===== src/rtl/pc_fetch_unit.sv =====
// Program counter / fetch-address stage feeding the IDU: fetch, absolute load,
// two-cycle relative jump and HALT tracking. Define HALT_BUG_EN to model the HALT bug.
module pc_fetch_unit #(
  parameter logic [15:0] RESET_PC = 16'h0000
) (
  input  logic        i_Clk,
  input  logic        i_Reset,
  input  logic        i_Fetch,
  input  logic        i_Load,
  input  logic [15:0] i_LoadAddr,
  input  logic        i_JrStart,
  input  logic [7:0]  i_JrOffset,
  input  logic        i_Halt,
  input  logic        i_IntPending,
  input  logic        i_IME,
  input  logic [15:0] i_IduOut,
  output logic [15:0] o_IduIn,
  output logic        o_IduActive,
  output logic        o_IduDecrement,
  output logic [15:0] o_Addr,
  output logic        o_AddrValid,
  output logic [15:0] o_PC,
  output logic        o_Busy,
  output logic        o_Halted
);

  typedef enum logic [1:0] {RUN, JR_LO, JR_HI, HALTED} state_t;

  state_t             state;
  logic [15:0]        pc;
  logic [15:0]        addr_p1;
  logic               vld_p1;
  logic signed [7:0]  jr_off;
  logic               jr_carry;
  logic               bug_flag;
  logic               fetch_cmd;
  logic               idu_active;

  // Low-byte add of the displacement; returns {carry, sum}.
  function automatic logic [8:0] jr_lo_add(input logic [7:0] lo, input logic signed [7:0] off);
    jr_lo_add = {1'b0, lo} + {1'b0, off};
  endfunction

  // High-byte correction, wrapping mod 256.
  function automatic logic [7:0] jr_hi_adjust(input logic [7:0] hi, input logic carry,
                                              input logic signed [7:0] off);
    if (carry && (off >= 0))
      jr_hi_adjust = hi + 8'd1;
    else if (!carry && (off < 0))
      jr_hi_adjust = hi - 8'd1;
    else
      jr_hi_adjust = hi;
  endfunction

  assign fetch_cmd  = (state == RUN) & i_Fetch & ~i_Load & ~i_JrStart & ~i_Halt;
  // A pending HALT-bug fetch re-reads the same byte: the IDU stays idle.
  assign idu_active = fetch_cmd & ~bug_flag;

`ifndef HALT_BUG_EN
  assign bug_flag = 1'b0;
`endif

  always_ff @(posedge i_Clk) begin
    if (i_Reset) begin
      state   <= RUN;
      pc      <= RESET_PC;
      addr_p1 <= 16'h0000;
      vld_p1  <= 1'b0;
`ifdef HALT_BUG_EN
      bug_flag <= 1'b0;
`endif
    end else begin
      vld_p1 <= 1'b0;
      if (i_Load) begin
        pc    <= i_LoadAddr;
        state <= RUN;
`ifdef HALT_BUG_EN
        bug_flag <= 1'b0;
`endif
      end else begin
        case (state)
          RUN: begin
            if (i_JrStart) begin
              jr_off <= i_JrOffset;
              state  <= JR_LO;
            end else if (i_Halt) begin
              if (!i_IntPending)
                state <= HALTED;
`ifdef HALT_BUG_EN
              else if (!i_IME)
                bug_flag <= 1'b1;
`endif
            end else if (i_Fetch) begin
              addr_p1 <= pc;
              vld_p1  <= 1'b1;
              if (idu_active)
                pc <= i_IduOut;
`ifdef HALT_BUG_EN
              bug_flag <= 1'b0;
`endif
            end
          end
          JR_LO: begin
            {jr_carry, pc[7:0]} <= jr_lo_add(pc[7:0], jr_off);
            state               <= JR_HI;
          end
          JR_HI: begin
            pc[15:8] <= jr_hi_adjust(pc[15:8], jr_carry, jr_off);
            state    <= RUN;
`ifdef HALT_BUG_EN
            bug_flag <= 1'b0;
`endif
          end
          HALTED: begin
            if (i_IntPending)
              state <= RUN;
          end
          default: state <= RUN;
        endcase
      end
    end
  end

  assign o_IduIn        = pc;
  assign o_IduActive    = idu_active;
  assign o_IduDecrement = 1'b0;
  assign o_Addr         = addr_p1;
  assign o_AddrValid    = vld_p1;
  assign o_PC           = pc;
  assign o_Busy         = (state == JR_LO) || (state == JR_HI);
  assign o_Halted       = (state == HALTED);

endmodule


===== config.mk =====
export PLATFORM = sky130hd
export DESIGN_NAME = pc_fetch_unit
export DESIGN_NICKNAME = d
export VERILOG_FILES = /design/src/rtl/pc_fetch_unit.sv
export SDC_FILE = /design/constraint.sdc
export NUM_CORES = 1
export LEC_CHECK = 0
export BUFFER_PORTS_ARGS = -buffer_cell sky130_fd_sc_hd__buf_2
export CELL_PAD_IN_SITES_DETAIL_PLACEMENT = 0
export CELL_PAD_IN_SITES_GLOBAL_PLACEMENT = 1
export CORE_ASPECT_RATIO = 1.5
export CORE_UTILIZATION = 38
export CTS_CLUSTER_SIZE = 10
export DETAILED_ROUTE_END_ITERATION = 8
export GPL_TIMING_DRIVEN = 0
export PLACE_DENSITY_LB_ADDON = 0.1
export SYNTH_ARGS = -nofsm -noshare
export SYNTH_HDL_FRONTEND = slang
export SYNTH_SLANG_ARGS = --single-unit

===== constraint.sdc =====
create_clock -name i_Clk -period 7.67 [get_ports i_Clk]
set_clock_uncertainty 0.15 [all_clocks]
set_input_delay 1.534 -clock i_Clk [delete_from_list [all_inputs] [get_ports i_Clk]]
set_output_delay 1.534 -clock i_Clk [all_outputs]
set_load 0.03 [all_outputs]

Yosys cells after proc, flatten, opt, wreduce, memory -nomap -nowiden
Index checks and enable logic that the tools add are counted.

$add $sub $neg: 3. $lt $le $gt $ge: 2. Eq/ne operators: 11. Muxes and demuxes: 15. Bitwise logic cells: 9. Reductions and logical operators: 15.

Operators with widths (count): two-way mux 16 bit (5); case mux 8 bit (2 select lines) (2); inequality test 3 bit (second input constant) (6); two-way mux 8 bit (2); AND reduction 5 bit (2); adder 8 x 8 -> 9 bit (1); adder 8 x 1 -> 8 bit (second input constant) (1); >= comparator 8 x 1 -> 1 bit (second input constant) (1); < comparator 8 x 1 -> 1 bit (second input constant) (1); two-way mux 2 bit (4); case mux 2 bit (4 select lines) (1); subtractor 8 x 1 -> 8 bit (second input constant) (1); AND reduction 3 bit (2); AND reduction 6 bit (1); nonzero test 3 bit (2); inverter 1 bit (5); OR reduction 5 bit (1); AND 1 bit (4); equality test 2 bit (second input constant) (2); inequality test 4 bit (second input constant) (1); AND reduction 4 bit (1); equality test 2 x 1 -> 1 bit (second input constant) (1); logical AND 1 bit (2); logical NOT 2 bit (1); 5 further kinds (5).

Flip-flop bits (word level): 44. Bits of input ports: 48. Output and inout port bits: 53. Logic and storage cells: 62.

Longest topological paths before layout
Word-level depth: 11. Gate-level depth with buffers: 10.

Worst setup path before layout
OpenSTA, ideal clock, no wires.

Path type: in2out. Start point: in i_JrStart. End point: out o_IduActive. Arrival: 2626 ps. Data required time: 5986 ps. Slack: 3360 ps. Cell stages on the path: 5. Path through: or3b_1 -> or3_1 -> buf_4 -> inv_4 -> buf_6.

Word-level cells in the longest chain between the ends: 3.

RTL lines: start, declared (line 11) `input logic i_JrStart,`; inverter 1 bit (no source line); AND 1 bit (2 in a row) (line 55) `assign fetch_cmd = (state == RUN) & i_Fetch & ~i_Load & ~i_JrStart & ~i_Halt;`; end, declared (line 18) `output logic o_IduActive,`.

Every way passes these cells.

Worst setup path after layout
Same ends and word-level chain as after synthesis.

==> qor.csv <==
stage,metric,value,unit
synth,synth_top_cell_by_area,dfxtp_1,
min_path,min-delay-start,o_Addr[13],
clock_network,postCtsHoldBufs,0,
timing,worst_pin_slew,1.10,ns
synth,synthCells,322,
clock_network,cts_tree,yes,
clock_network,cts.path.max_buffers,2,
finish,seq_area,971,µm²
synth,synth_xor_area_frac,0.0225,
clock_network,h-tree-depth,2,
floorplanning,io_pins,101,
synth,synth_most_common_cell,nand2_1,
synth,synth_fp_nets,392,
placed_design,numPortBuffers,97,
timing,slew_violations,0,
power,vdd_drop_max,91.9,µV
placed_design,place_congestion,0.873,
drt,routed_wl,7720,µm
floorplanning,coreArea,6900,µm²
synth,synth-seq-cells,44,
worst_setup_path,critPathLaunch,i_JrStart,
synth,yosysTopAreaCellShare,0.257,
global_route,overflow,0,
floorplanning,rows,37,
synth,async_flop_share,0,
finish,antenna_cells,0,
synth,synth-adder-area-share,0.107,
global_route,grt_pass1_wl,12500,µm
floorplanning,initial_utilization,0.395,
clock_network,clk_latency,0.30,ns
run_status,violations,DRC,
synth,ys_seq_area_frac,0.356,
global_route,grt_max_degree,16,
global_route,grt_usage,0.216,
run_status,status,"complete, but fails checks",
synth,synth_cell_types,53,
placed_design,hpwl,6100,µm
synth,synth_top_family_by_area,compound AO/OA/AOI/OAI gates,
synth,synth_edf_count,9,
floorplanning,die-area,7520,µm²
finish,drive_gt1_frac,0.316,
worst_setup_path,cp_slowest_cell,or3b_1,
clock_network,cts_root_buffer,clkbuf_8,
worst_setup_path,end_kind,primary output,
worst_setup_path,cp.required,5.99,ns
finish,n_fill_cell,715,
worst_setup_path,path_delay_family,simple AND/OR/NAND/NOR gates,
global_route,grt_pass1_vias,2483,
synth,muxShareOfSynthArea,0.0257,
synth,syn_area,2720,µm²
drt,first_pass_iters,7,
min_path,hp-class,flop to flop,
finish,final_nets,496,
drt,ant_nets,0,
worst_setup_path,critical_path_class,primary input to primary output,
timing,rsz0062_at_grt,false,
global_route,antenna_found_initial,0,
synth,yosys-top-cells-count,"nand2_1 (51), dfxtp_1 (35), a21oi_1 (33)",
worst_setup_path,critPathMaxFanout,10,
timing,period_minus_slack,4.75,ns
timing,setup_viol,0,
finish,multiInputGateArea,1480,µm²
timing,final-hold-violation-count,0,
finish,areaGrowthSynthToFinish,25.4,%
placed_design,dp.cells,497,
worst_setup_path,critical-path-max-stage-delay,0.40,ns
timing,timing.final.crit_share,0.619,
clock_network,clk_pin_slew,0.09,ns
timing,slew_headroom,0.259,
clock_network,numCtsBuffers,5,
clock_network,cts_setup_buffers,0,
floorplanning,die_w,71.1,µm
synth,synth_compound_area_frac,0.215,
clock_network,numClockSinks,44,
worst_setup_path,crit_path_frequent_cell,buf_2,
worst_setup_path,worstSetupStartpointType,primary input,
drt,via_count,2654,
worst_setup_path,cp_cell_sequence,buf_2 > or3b_1 > or3_1 > buf_4 > inv_4 > buf_6 > buf_2,
synth,synthFlopType,dfxtp_1,
power,leakage,1.63,nW
worst_setup_path,worstPathArrival,3.07,ns
synth,syn_avg_cell_area,8.46,µm²
worst_setup_path,r2r-start,jr_off[7],
timing,fmax,211,MHz
run,cap_violations,0,
drt,wl_per_cell,15.3,µm
clock_network,cts.repair.resized,0,
power,power_density,187,nW/µm²
drt,first_iter_violations,180,
drt,viasPerCell,5.26,
worst_setup_path,critical_path_buf_inv_count,5,
floorplanning,die_height,106,µm
drt,drc_errors,7,
synth,ys_warn_count,0,
timing,fin_setup_tns,0,ns
synth,synth.area.top_cells,"dfxtp_1 (26%), edfxtp_1 (9.9%), ha_1 (9.2%)",
synth,synthSimpleGateAreaFrac,0.174,
finish,final_cells,505,
## logic make-up (layout without fill, tap and decap cells)
family,after synthesis,count (layout)
other,1,1
buffers and inverters,45,150
AO/OA/AOI/OAI,91,91
flip-flops,44,44
multiplexers,7,7
AND/OR/NAND/NOR,105,105
XOR/XNOR,7,7
adder cells (fa/ha/maj),22,22
## stage by stage
stage	hold slack, ns	util	power, mW	area [µm²]	setup slack (ns)
2_1_floorplan	0.378	-	0.412	2720	3.36
5_1_grt	0.337	0.495	0.676	3420	2.86
3_3_place_gp	0.290	0.479	0.470	3310	2.90
4_1_cts	0.308	0.495	0.647	3420	2.91
6_report	0.306	0.495	0.637	3420	2.92
3_5_place_dp	0.294	0.479	0.471	3310	2.92
## layout make-up
type / instances / share of cell area
plain buffers: 32 / 0.0637
multi-input cells: 233 / 0.434
well taps: 78 / 0.0286
flip-flops and latches: 44 / 0.284
repair buffers: 97 / 0.142
inverters: 13 / 0.0150
clock inverters: 2 / 0.00440
clock buffers: 6 / 0.0275
## layout by cell type, fill, tap and decap left out, types with 4 or more instances in the layout
cell | netlist | layout
buf_4 | 18 | 18
nand2b_1 | 4 | 4
a211oi_1 | 12 | 12
inv_1 | 11 | 11
a21oi_1 | 33 | 33
edfxtp_1 | 9 | 9
mux2i_1 | 7 | 7
xnor2_1 | 5 | 5
clkbuf_8 | 2 | 7
nor3_1 | 11 | 11
o21ai_0 | 15 | 15
o211ai_1 | 4 | 4
nand3_1 | 4 | 4
dfxtp_1 | 35 | 35
or4_1 | 4 | 4
nor2_1 | 21 | 21
nand2_1 | 51 | 51
a21o_1 | 5 | 5
ha_1 | 20 | 20
clkbuf_1 | 8 | 8
o21a_1 | 4 | 4
buf_2 | 2 | 99
## power by group
group | switching (mW) | internal [mW]
sequential | 0.0186 | 0.248
combinational | 0.117 | 0.0806
clock | 0.0871 | 0.0854
## registers in the layout, indices dropped and copies added (netlist names)
name / cells
jr_carry: 1
jr_off: 8
o_Addr: 16
o_AddrValid: 1
o_IduIn: 16
state: 2
## worst paths after layout
path / end / slack (ns) / depth (start not counted)
worst max register to register: o_IduIn[14] / 4.94 / 8
worst max-delay path: o_IduActive / 2.92 / 7
worst min register to register: o_Addr[13] / 0.31 / 2
worst min-delay path: o_Addr[13] / 0.31 / 2
## worst reg2reg max path: cells and delay by family (launching register included)
| family | cells | cell delay [ns] |
|---|---|---|
| flops | 1 | 0.44 |
| compound gates | 4 | 0.61 |
| fa+ha+maj | 1 | 0.54 |
| simple gates | 3 | 0.90 |
## routing by layer
metal  vias to the layer above  wire, µm  track usage
met1                      1235      3180        0.254
li1                       1336         -            -
met5                         -         0            0
met2                        81      4190        0.402
met4                         0        44       0.0629
met3                         2       308       0.0268
Power figures use the tool's default switching activity.
